$ cat src/rtl/conv_coef_sequencer_pkg.sv
// Shared types and constants for the 3x3 convolution coefficient sequencer.
// Macro CONV_SYM_KERNEL_EN selects a 5-coefficient point-symmetric kernel load.
package conv_ctrl_pkg;

    localparam int COEF_W       = 8;
    localparam int NUM_TAPS     = 9;
    localparam int NUM_SYM_TAPS = 5;

`ifdef CONV_SYM_KERNEL_EN
    localparam int LOAD_CNT = NUM_SYM_TAPS;
`else
    localparam int LOAD_CNT = NUM_TAPS;
`endif

    typedef enum logic [0:0] {
        IDLE = 1'b0,
        RUN  = 1'b1
    } state_e;

    localparam logic [0:0] ST_IDLE = 1'(IDLE);
    localparam logic [0:0] ST_RUN  = 1'(RUN);

    typedef logic [COEF_W-1:0] coef_t;

    // c1 lands in the top byte, c9 in the bottom byte.
    function automatic logic [NUM_TAPS*COEF_W-1:0] pack_bank(
        input coef_t b [NUM_TAPS]
    );
        logic [NUM_TAPS*COEF_W-1:0] r;
        r = '0;
        for (int i = 0; i < NUM_TAPS; i++)
            r[(NUM_TAPS-1-i)*COEF_W +: COEF_W] = b[i];
        return r;
    endfunction

endpackage

$ cat src/rtl/conv_coef_sequencer_if.sv
// Handshake/data bundle between the sequencer and its environment.
// master drives coefficients, sof and pix_valid; slave is the sequencer.
interface conv_coef_sequencer_if;
    import conv_ctrl_pkg::*;

    logic [COEF_W-1:0]          coef_in;
    logic                       coef_valid;
    logic                       coef_ready;
    logic                       sof;
    logic                       pix_valid;
    logic [NUM_TAPS*COEF_W-1:0] coef_bus;
    logic                       win_valid;
    logic                       out_valid;
    logic                       busy;
    logic                       frame_done;
    logic                       sof_err;

    modport master (
        output coef_in, coef_valid, sof, pix_valid,
        input  coef_ready, coef_bus, win_valid, out_valid,
        input  busy, frame_done, sof_err
    );

    modport slave (
        input  coef_in, coef_valid, sof, pix_valid,
        output coef_ready, coef_bus, win_valid, out_valid,
        output busy, frame_done, sof_err
    );

endinterface

$ cat src/rtl/conv_coef_sequencer_delay.sv
// valid_delay_line: DEPTH-stage shift register for a single valid bit.
// Ports: clk, rst (async active-high), d in, q = d delayed DEPTH cycles.
module valid_delay_line #(
    parameter int DEPTH = 1
) (
    input  logic clk,
    input  logic rst,
    input  logic d,
    output logic q
);

    logic [DEPTH-1:0] sr;

    always_ff @(posedge clk or posedge rst) begin
        if (rst) begin
            sr <= '0;
        end else begin
            sr[0] <= d;
            for (int i = 1; i < DEPTH; i++)
                sr[i] <= sr[i-1];
        end
    end

    assign q = sr[DEPTH-1];

endmodule

$ cat src/rtl/conv_coef_sequencer.sv
// Coefficient bank sequencer and window-valid tracker for a 3x3 conv stage.
// Ports: clk, rst (async active-high), bus (slave: coef load, sof, pix_valid,
// coef_bus, win/out_valid, busy, frame_done, sof_err). Macro: CONV_SYM_KERNEL_EN.
module conv_coef_sequencer
    import conv_ctrl_pkg::*;
#(
    parameter int IMG_W    = 8,
    parameter int IMG_H    = 8,
    parameter int PIPE_LAT = 1
) (
    input  logic                  clk,
    input  logic                  rst,
    conv_coef_sequencer_if.slave  bus
);

    localparam int CW = $clog2(IMG_W);
    localparam int RW = $clog2(IMG_H);
    localparam int IW = $clog2(LOAD_CNT);

    localparam logic [CW-1:0] COL_LAST = CW'(IMG_W - 1);
    localparam logic [RW-1:0] ROW_LAST = RW'(IMG_H - 1);
    localparam logic [CW-1:0] COL_MIN  = CW'(2);
    localparam logic [RW-1:0] ROW_MIN  = RW'(2);
    localparam logic [IW-1:0] IDX_LAST = IW'(LOAD_CNT - 1);

    coef_t          shadow [LOAD_CNT];
    coef_t          active [NUM_TAPS];
    logic [IW-1:0]  idx;
    logic           shadow_full;
    logic [0:0]     state;
    logic [CW-1:0]  col;
    logic [RW-1:0]  row;
    logic           frame_done_q;
    logic           sof_err_q;

    logic in_run;
    logic xfer;
    logic commit;

    assign in_run = (state == ST_RUN);
    assign xfer   = bus.coef_valid & ~shadow_full;
    // Decided on the registered shadow_full, so a 9th coef and sof
    // arriving together cannot commit.
    assign commit = (state == ST_IDLE) & bus.sof & shadow_full;

    always_ff @(posedge clk or posedge rst) begin
        if (rst) begin
            for (int i = 0; i < LOAD_CNT; i++)
                shadow[i] <= '0;
            idx         <= '0;
            shadow_full <= 1'b0;
        end else if (xfer) begin
            shadow[idx] <= bus.coef_in;
            if (idx == IDX_LAST) begin
                idx         <= '0;
                shadow_full <= 1'b1;
            end else begin
                idx <= idx + 1'b1;
            end
        end else if (commit) begin
            shadow_full <= 1'b0;
        end
    end

    always_ff @(posedge clk or posedge rst) begin
        if (rst) begin
            for (int i = 0; i < NUM_TAPS; i++)
                active[i] <= '0;
        end else if (commit) begin
            for (int i = 0; i < LOAD_CNT; i++)
                active[i] <= shadow[i];
`ifdef CONV_SYM_KERNEL_EN
            // Point symmetry: c6..c9 mirror c4..c1.
            active[5] <= shadow[3];
            active[6] <= shadow[2];
            active[7] <= shadow[1];
            active[8] <= shadow[0];
`endif
        end
    end

    always_ff @(posedge clk or posedge rst) begin
        if (rst) begin
            state        <= ST_IDLE;
            col          <= '0;
            row          <= '0;
            frame_done_q <= 1'b0;
            sof_err_q    <= 1'b0;
        end else begin
            frame_done_q <= 1'b0;
            sof_err_q    <= 1'b0;
            case (state)
                ST_IDLE: begin
                    if (bus.sof) begin
                        if (shadow_full) begin
                            state <= ST_RUN;
                            col   <= '0;
                            row   <= '0;
                        end else begin
                            sof_err_q <= 1'b1;
                        end
                    end
                end
                ST_RUN: begin
                    if (bus.sof)
                        sof_err_q <= 1'b1;
                    if (bus.pix_valid) begin
                        if (col == COL_LAST) begin
                            col <= '0;
                            if (row == ROW_LAST) begin
                                row          <= '0;
                                state        <= ST_IDLE;
                                frame_done_q <= 1'b1;
                            end else begin
                                row <= row + 1'b1;
                            end
                        end else begin
                            col <= col + 1'b1;
                        end
                    end
                end
                default: state <= ST_IDLE;
            endcase
        end
    end

    assign bus.coef_ready = ~shadow_full;
    assign bus.coef_bus   = pack_bank(active);
    assign bus.busy       = in_run;
    assign bus.frame_done = frame_done_q;
    assign bus.sof_err    = sof_err_q;
    assign bus.win_valid  = in_run & bus.pix_valid
                          & (col >= COL_MIN) & (row >= ROW_MIN);

    valid_delay_line #(
        .DEPTH (PIPE_LAT)
    ) u_dly (
        .clk (clk),
        .rst (rst),
        .d   (bus.win_valid),
        .q   (bus.out_valid)
    );

endmodule
$ cat src/flat_wrapper.sv
// flat-port wrapper written by rule: the top's interface ports become plain ports
module conv_coef_sequencer_flat import conv_ctrl_pkg::*;
#(
    parameter int IMG_W    = 8,
    parameter int IMG_H    = 8,
    parameter int PIPE_LAT = 1
)
  (clk, rst, bus_coef_in, bus_coef_valid, bus_sof, bus_pix_valid, bus_coef_ready, bus_coef_bus, bus_win_valid, bus_out_valid, bus_busy, bus_frame_done, bus_sof_err);
  conv_coef_sequencer_if bus_i ();
  input  logic clk;
  input  logic rst;
  input wire logic [$bits(bus_i.coef_in)-1:0] bus_coef_in;
  input wire logic [$bits(bus_i.coef_valid)-1:0] bus_coef_valid;
  input wire logic [$bits(bus_i.sof)-1:0] bus_sof;
  input wire logic [$bits(bus_i.pix_valid)-1:0] bus_pix_valid;
  output wire logic [$bits(bus_i.coef_ready)-1:0] bus_coef_ready;
  output wire logic [$bits(bus_i.coef_bus)-1:0] bus_coef_bus;
  output wire logic [$bits(bus_i.win_valid)-1:0] bus_win_valid;
  output wire logic [$bits(bus_i.out_valid)-1:0] bus_out_valid;
  output wire logic [$bits(bus_i.busy)-1:0] bus_busy;
  output wire logic [$bits(bus_i.frame_done)-1:0] bus_frame_done;
  output wire logic [$bits(bus_i.sof_err)-1:0] bus_sof_err;
  assign bus_i.coef_in = bus_coef_in;
  assign bus_i.coef_valid = bus_coef_valid;
  assign bus_i.sof = bus_sof;
  assign bus_i.pix_valid = bus_pix_valid;
  assign bus_coef_ready = bus_i.coef_ready;
  assign bus_coef_bus = bus_i.coef_bus;
  assign bus_win_valid = bus_i.win_valid;
  assign bus_out_valid = bus_i.out_valid;
  assign bus_busy = bus_i.busy;
  assign bus_frame_done = bus_i.frame_done;
  assign bus_sof_err = bus_i.sof_err;
  conv_coef_sequencer #(.IMG_W(IMG_W), .IMG_H(IMG_H), .PIPE_LAT(PIPE_LAT)) u_core (.clk(clk), .rst(rst), .bus(bus_i));
endmodule
$ cat config.mk
export PLATFORM = sky130hd
export DESIGN_NAME = conv_coef_sequencer_flat
export DESIGN_NICKNAME = d
export VERILOG_FILES = /design/src/rtl/conv_coef_sequencer_pkg.sv /design/src/rtl/conv_coef_sequencer_if.sv /design/src/rtl/conv_coef_sequencer_delay.sv /design/src/rtl/conv_coef_sequencer.sv /design/src/flat_wrapper.sv
export SDC_FILE = /design/constraint.sdc
export NUM_CORES = 1
export LEC_CHECK = 0
export BUFFER_PORTS_ARGS = -buffer_cell sky130_fd_sc_hd__buf_2
export CORE_ASPECT_RATIO = 1.25
export CORE_MARGIN = 4
export CORE_UTILIZATION = 50
export DETAILED_ROUTE_END_ITERATION = 8
export MAX_ROUTING_LAYER = met4
export PLACE_DENSITY_LB_ADDON = 0.3
export SLEW_MARGIN = 20
export SYNTH_ARGS = -nofsm -noshare
export SYNTH_HDL_FRONTEND = slang
export SYNTH_HIERARCHICAL = 1
export SYNTH_SLANG_ARGS = --single-unit
$ cat constraint.sdc
create_clock -name clk -period 5.3 [get_ports clk]
set_input_delay 0.53 -clock clk [delete_from_list [all_inputs] [get_ports clk]]
set_output_delay 0.53 -clock clk [all_outputs]
set_load 0.05 [all_outputs]
# Word-level counts from Yosys, hierarchy flattened
# Index checks and enable logic that the tools add are counted.
word_totals:
  register_bits: 159
  inputBits: 13
  output_inout_bits: 78
  word_cells: 85
op_classes:
  addsub: 3
  order_cmp: 4
  eq_ne: 8
  mux: 30
  n_bitwise: 9
  reduce_logical: 5
op_table:
  columns: ["op", "n"]
  rows:
  - ["bitwise mux 72 bit", 1]
  - ["demux 8 bit (select 4 bit)", 1]
  - ["two-way mux 3 bit", 7]
  - ["two-way mux 1 bit", 15]
  - ["one-hot mux 3 bit (2 select lines)", 2]
  - ["two-way mux 8 bit", 1]
  - ["!= test 2 bit (second input constant)", 4]
  - ["adder 3 x 1 -> 3 bit (second input constant)", 2]
  - ["AND 1 bit", 6]
  - ["== test 3 bit (second input constant)", 2]
  - [">= comparator 3 x 2 -> 1 bit (second input constant)", 2]
  - [">= comparator 5 bit (second input constant)", 1]
  - ["less-than comparator 5 x 1 -> 1 bit (second input constant)", 1]
  - ["inverter 4 -> 5 bit", 1]
  - ["adder 4 x 1 -> 4 bit (second input constant)", 1]
  - ["== test 4 bit (second input constant)", 1]
  - ["two-way mux 4 bit", 1]
  - ["one-hot mux 1 bit (2 select lines)", 2]
  - ["AND reduction 4 bit", 1]
  - ["AND reduction 3 bit", 1]
  - ["!= test 2 x 1 -> 1 bit (second input constant)", 1]
  - ["inverter 1 bit", 2]
  - ["AND reduction 2 bit", 1]
  - ["nonzero test 2 bit", 1]
  - ["logical AND 1 bit", 1]

# Logic depth before layout (Yosys ltp)
# Gate-level depths: netlist (run 1).
logic_depth:
  depth_word: 6
  mapped_depth: 5

# By module
# The synthesis (run 1) kept the hierarchy.
by_module_without_submodules:
  columns: ["mod", "n_inst", "cells_each", "area_each_um2", "seq_area_each_um2"]
  rows:
  - ["conv_coef_sequencer", 1, 386, 6234.7, 3953.8]
  - ["valid_delay_line", 1, 2, 28.8, 25.0]

# Least setup slack after synthesis (run 1)
# Ideal clock, no wire load.
synth_timing:
  path_type: "flip-flop to output port"
  startpoint: "reg u_core.state, in the netlist u_core/bus.busy"
  endpoint: "out bus_win_valid"
  t_arrival_ns: 2.078
  required_time_ns: 4.770
  path_slack_ns: 2.692
  stages_incl_launch_ff: 3
  n_path_buf: 0
  cell_sequence: "dfrtp_1 -> nand2_1 -> nor3_1"
synth_between:
  elab_chain_len: 3
synth_lines:
  columns: ["element", "line_no", "source"]
  rows:
  - ["from (decl)", "conv_coef_sequencer.sv:30", "logic [0:0] state;"]
  - ["from (signal assigned)", "conv_coef_sequencer.sv:84", "state <= ST_IDLE;"]
  - ["from (signal assigned)", "conv_coef_sequencer.sv:96", "state <= ST_RUN;"]
  - ["from (signal assigned)", "conv_coef_sequencer.sv:112", "state <= ST_IDLE;"]
  - ["AND 1 bit", "conv_coef_sequencer.sv:132", "assign bus.win_valid = in_run & bus.pix_valid"]
  - ["AND 1 bit (2 in a row)", "conv_coef_sequencer.sv:133", "& (col >= COL_MIN) & (row >= ROW_MIN);"]
  - ["to (decl)", "flat_wrapper.sv:18", "output wire logic [$bits(bus_i.win_valid)-1:0] bus_win_valid;"]
# Every way passes these cells.

# Final worst setup path (run 1)
layout_timing:
  startpoint: "reg u_core.row[0]"
  endpoint: "out bus_win_valid"
layout_between:
  elab_chain_len: 2
layout_lines:
  columns: ["element", "line_no", "source"]
  rows:
  - ["from (decl)", "conv_coef_sequencer.sv:32", "logic [RW-1:0] row;"]
  - ["from (signal assigned)", "conv_coef_sequencer.sv:115", "row <= row + 1'b1;"]
  - [">= comparator 3 x 2 -> 1 bit", "conv_coef_sequencer.sv:133", null]
  - ["AND 1 bit", "conv_coef_sequencer.sv:133", null]
# Every way passes these cells.

==> flow_summary.toml, run 1 <==
[outcome]
outcome = "finished, final reports clean"

[timing]
finClkSkew_ns = 0.00990
finalHoldViolCount = 0
maxSlewViolCount = 0
worstMarginPinSlew_ns = 0.951
finalSetupTns_ns = 0
hold-worst-slack_ns = 0.403
period_share_pct = 40.9
fin_ws_ns = 3.13
min_period_ns = 2.17
fmax_mhz = 461
setup_viol = 0
slew_headroom_pct = 36.6
grt_setup_unrepaired = "no"

[drt]
drc = 0
drt_wl_total_mm = 12.2
dr.first_iter.drc_count = 93
vias = 3470
dr.pass1.iters = 4
postRouteAntennaNets = 0
wl_per_cell_um = 18.3
vias_per_cell = 5.23

[worst_hold_path]
min_from = "bus_sof"
hold_depth = 2
hp-class = "in -> reg"
whs_endpoint = "u_core/bus.sof_err$_DFF_PP0_"

[floorplanning]
fp.dieArea_um2 = 14400
initial_core_util_pct = 51.3
fp.dieW_um = 108
core_area_um2 = 12200
die_h_um = 133
ios = 91
fp-row-count = 45

[setup_path]
arrival_ns = 1.64
path_delay_family = "flip-flops"
path_buf_inv = 2
crit_chain = "inv_1 > ha_1 > nor3_1 > nor3_1 > buf_2"
setup.worst_path.start_class = "register"
worstRegToRegCells = 3
criticalPathCategory = "reg -> out"
rrSetupSlack_ns = 3.18
endpoint_kind = "output pin"
crit_fanout = 4
crit_top_cell = "nor3_1"
cp.depth = 5
cp_data_required_time_ns = 4.77
r2r-end = "u_core/shadow[3]$_DFFE_PP0P_"
slowest_delay_ns = 0.43
reg2reg_from = "u_core/shadow_full$_DFFE_PP0P_"
crit_slowest_cell = "dfrtp_1"

[synthesis]
syn-mean-instance-area_um2 = 16.1
syn-num-nets = 412
synth_cells = 388
synth.area.top_cells = "dfrtp_1, mux2_2, mux2_4"
synth_largest_type_area_fraction_pct = 63.5
synthesis.area_um2 = 6260
synth_cell_types = 32
yosysTopAreaCell = "dfrtp_1"
yosys_warnings = 6
synth-seq-cells = 159
seq_area_frac_synth_pct = 63.5

[finish]
syn_to_final_growth_pct = 19.2
n_fill_cell = 965
post-route-cell-area_um2 = 7460
antenna_cells = 0
nets = 510
final_util_pct = 61.1
layout.cells.most_common = "dfrtp_1"
layout_common_cells = "dfrtp_1, mux2_2, buf_2"
final_cells = 663
drive_above_1_share_pct = 55.1

[clock_network]
cts_buffer_depth = 2
cts_sinks = 159
cts_resized = 0
clk_pin_slew_ns = 0.06
cts_setup_buffers = 0
root_buffer = "clkbuf_16"
cts_tree = "built"
ctsHoldBuffers = 1
cts_buffers = 17
htreeDepth = 4
clk_latency_ns = 0.42

[place]
placedCellCount = 629
place.gp.congestion = 0.783
hpwlAfterDp_mm = 7.75
place_area_um2 = 6840
numPortBuffers = 90
pre_cts_slack_ns = 3.00

[global_route]
grt_usage_pct = 19.0
overflow = 0
grt_pass1_vias = 3705
grt_pass1_wl_mm = 20.1
antenna_found_initial = 0
grt_start_max_net_pins = 108

[pwr]
p_leak_nw = 4.10
total_power_mw = 2.61
vdd_drop_max_mv = 0.205
power_density_nw_per_um2 = 350

[run]
cap_violations = 0
-- worst max path at each step --
stage / end / slack, ns / startpoint
final: bus_win_valid / 3.13 / u_core/row[0]$_DFFE_PP0P_
after global routing: u_core/bus.coef_bus[7]$_DFFE_PP0P_ / 2.92 / rst
after CTS: u_core/bus.coef_bus[68]$_DFFE_PP0P_ / 3.10 / u_core/bus.busy$_DFF_PP0_
after detailed placement: u_core/bus.coef_bus[70]$_DFFE_PP0P_ / 3.00 / bus_sof
after global placement: u_core/bus.coef_bus[35]$_DFFE_PP0P_ / 3.05 / bus_sof
after floorplan: u_core/bus.busy$_DFF_PP0_ / 0.51 / rst
-- cell families after synthesis --
| logic type | synth area share (%) |
|---|---|
| AOI/OAI and AO/OA | 1.02 |
| xor gates and xnor gates | 0.280 |
| adders and majority gates | 2.20 |
| buffers and inverters | 1.98 |
| DFF | 63.5 |
| muxes | 26.8 |
| and+or+nand+nor | 4.16 |
-- sequential cells by signal (all words and copies together), names as in the netlist --
name	cells
u_core/bus.busy	1
u_core/bus.coef_bus	72
u_core/bus.frame_done	1
u_core/bus.sof_err	1
u_core/col	3
u_core/idx	4
u_core/row	3
u_core/shadow	72
u_core/shadow_full	1
u_core/u_dly/q	1
-- layout make-up --
type                       instances  area (um2)  share of cell area (%)
multi-input combinational        207        2160                    28.9
tap                              164         205                    2.75
inverter                           8        35.0                   0.469
sequential                       159        3980                    53.3
timing repair buffer              93         488                    6.54
clock inverter                     8         105                    1.41
clock buffer                      24         492                    6.59
-- cells in the mapped netlist --
master    count
o31ai_1       2
o211ai_1      1
nor2b_2       1
and2b_1       1
and2_1        1
nand2_1       5
and4b_1       1
nor3_1        3
a21oi_1       1
o41ai_1       1
buf_6         3
ha_1         11
mux2_2      128
mux2_4       16
xor2_1        1
nand2b_1      1
and3_1        4
or2_2         1
nor2_1        4
o21ai_0       4
nand4_1       1
nand3b_4      1
nand3_2       4
a21boi_0      1
inv_1         8
and3_4        2
nand3_1       9
buf_4         2
buf_2         9
dfrtp_1     159
nand3b_1      1
xnor2_1       1
-- report_power, final --
| group | switching [mW] | internal, mW | total (mW) |
|---|---|---|---|
| logic | 0.0993 | 0.0410 | 0.140 |
| clock network | 0.465 | 0.745 | 1.21 |
| registers | 0.0243 | 1.24 | 1.26 |
| total | 0.588 | 2.02 | 2.61 |
-- routing by layer --
layer	GRT usage, %	part of all wire, %
met5	-	0
met4	6.32	1.1
met3	4.85	3.7
met2	31.1	53
met1	23.2	42
Power figures use the tool's default switching activity.
==> run 2: changes to the inputs <==
- clock period: 5.3 -> 2 ns (I/O delays scaled with it)
==> run 2 against run 1 <==
Effect of this change:
- critical path depth did not move
- clock skew shrank 0.0034 ns
- worst setup slack got worse by 3.0 ns
- power grew to 2.7 times the previous value
- utilization grew 0.82 points
- cell count grew 0.75%
- die area stayed put
- largest cell class unchanged
- critical path type unchanged
- sequential cell count did not move
- highest routed layer unchanged
- sequential power grew to 2.7 times the previous value
==> flow_summary.toml, run 2 (same netlist as run 1, synthesis figures left out) <==
[timing]
fin_ws_ns = 0.139
min_period_ns = 1.86
finalSetupTns_ns = 0
hold-worst-slack_ns = 0.0965
finalHoldViolCount = 0
finClkSkew_ns = 0.00652
slew_headroom_pct = 54.5
period_share_pct = 93.0
grt_setup_unrepaired = "no"
maxSlewViolCount = 0
setup_viol = 0
fmax_mhz = 537
worstMarginPinSlew_ns = 0.683

[finish]
syn_to_final_growth_pct = 20.8
nets = 515
layout_common_cells = "dfrtp_1, mux2_2, buf_2"
antenna_cells = 0
layout.cells.most_common = "dfrtp_1"
drive_above_1_share_pct = 56.2

[clock_network]
clk_pin_slew_ns = 0.06
cts_tree = "built"
cts_resized = 0
root_buffer = "clkbuf_16"
htreeDepth = 4
cts_sinks = 159
cts_buffer_depth = 2
ctsHoldBuffers = 1
cts_setup_buffers = 0
cts_buffers = 17
clk_latency_ns = 0.41

[pwr]
p_clk_share_pct = 47.5
p_int_mw = 5.52
power_density_nw_per_um2 = 938
swShare_pct = 22.2
p_leak_nw = 4.15
vdd_drop_max_mv = 0.654
p_switching_mw = 1.58
power_frac_seq_pct = 47.1
total_power_mw = 7.10
power_frac_comb_pct = 5.4

[outcome]
outcome = "finished, final reports clean"

[global_route]
overflow = 0
gr-usage-met2_pct = 29.0
grt_start_max_net_pins = 133
busiest_layer = "met2"
antenna_found_initial = 0
grt_pass1_vias = 3722
grt_pass1_wl_mm = 19.7
use_met1_pct = 24.1
met3_usage_pct = 3.73
grt_usage_pct = 18.4

[place]
pre_cts_slack_ns = 0.350
numPortBuffers = 90
hpwlAfterDp_mm = 7.97
place.gp.congestion = 0.753

[floorplanning]
initial_core_util_pct = 51.3
die_h_um = 133
core_area_um2 = 12200
ios = 91
fp.dieW_um = 108
fp.dieArea_um2 = 14400
fp-row-count = 45

[setup_path]
r2r-end = "u_core/shadow[39]$_DFFE_PP0P_"
criticalPathCategory = "reg -> out"
crit_chain = "inv_1 > ha_1 > nor3_1 > nor3_2 > buf_2"
rrSetupSlack_ns = 0.32
arrival_ns = 1.66
worstRegToRegCells = 4
reg2reg_from = "u_core/idx[0]$_DFFE_PP0P_"
slowest_delay_ns = 0.40
setup.worst_path.start_class = "register"
crit_slowest_cell = "dfrtp_1"
endpoint_kind = "output pin"
crit_fanout = 4
cp_data_required_time_ns = 1.80
cp-startpoint = "u_core/row[0]$_DFFE_PP0P_"

[run]
cap_violations = 0

[drt]
postRouteAntennaNets = 0
dr.pass1.iters = 6
drc = 0
vias_per_cell = 5.15
dr.first_iter.drc_count = 142
wl_per_cell_um = 18.0
drt_wl_total_mm = 12.0
vias = 3438

[worst_hold_path]
hold_depth = 3
min_from = "bus_pix_valid"
whs_endpoint = "u_core/col[2]$_DFFE_PP0P_"
hp-class = "in -> reg"
[run 2: changes by cell type in the layout (fill, tap and decap cells not counted), sizes merged]
| cell | before | now |
|---|---|---|
| buf | 92 | 97 |
| bufinv | 2 | 4 |
| clkbuf | 24 | 19 |
| clkinv | 3 | 5 |
| clkinvlp | 3 | 4 |
[run 2: final cells by class]
cell class | count | area, um2
multi-input combinational | 207 | 2170
clock inverter | 13 | 188
clock buffer | 19 | 443
tap | 164 | 205
inverter | 8 | 33.8
sequential | 159 | 3980
timing repair buffer | 98 | 551
fill | 943 | 4650
[run 2: worst max-delay path by stage]
stage	endpoint	slack (ns)
floorplan	u_core/bus.busy$_DFF_PP0_	-0.20
global placement	u_core/shadow[32]$_DFFE_PP0P_	0.40
detailed placement	u_core/shadow[34]$_DFFE_PP0P_	0.35
CTS	bus_win_valid	0.17
global route	bus_win_valid	0.10
finish	bus_win_valid	0.14
[run 2: through the flow]
step	cells	instance area (um2)	util [%]
after floorplan	388	6270	-
after global placement	635	6920	56.7
after detailed placement	635	6920	56.7
after CTS	668	7560	61.9
after global routing	668	7560	61.9
final	668	7560	61.9
[run 2: per-layer routing]
layer | wire length, um | vias to the layer above
met4 | 201 | 0
met1 | 5380 | 1750
met3 | 451 | 22
li1 | - | 1588
met2 | 5960 | 78
met5 | 0 | -
[run 2: power groups by stage]
stage                     clock, mW  combinational, mW  sequential, mW
after global routing           3.59              0.431            3.35
after detailed placement          0              0.386            3.40
after floorplan                   0              0.229            3.42
final                          3.37              0.383            3.34
after CTS                      3.45              0.389            3.34
after global placement            0              0.369            3.39
[run 2: worst max-delay path: cells and delay by family, from the launching register on]
family	cells	cell delay (ns)
simple gates	2	0.38
buf+inv	2	0.29
flops	1	0.40
fa+ha+maj	1	0.20
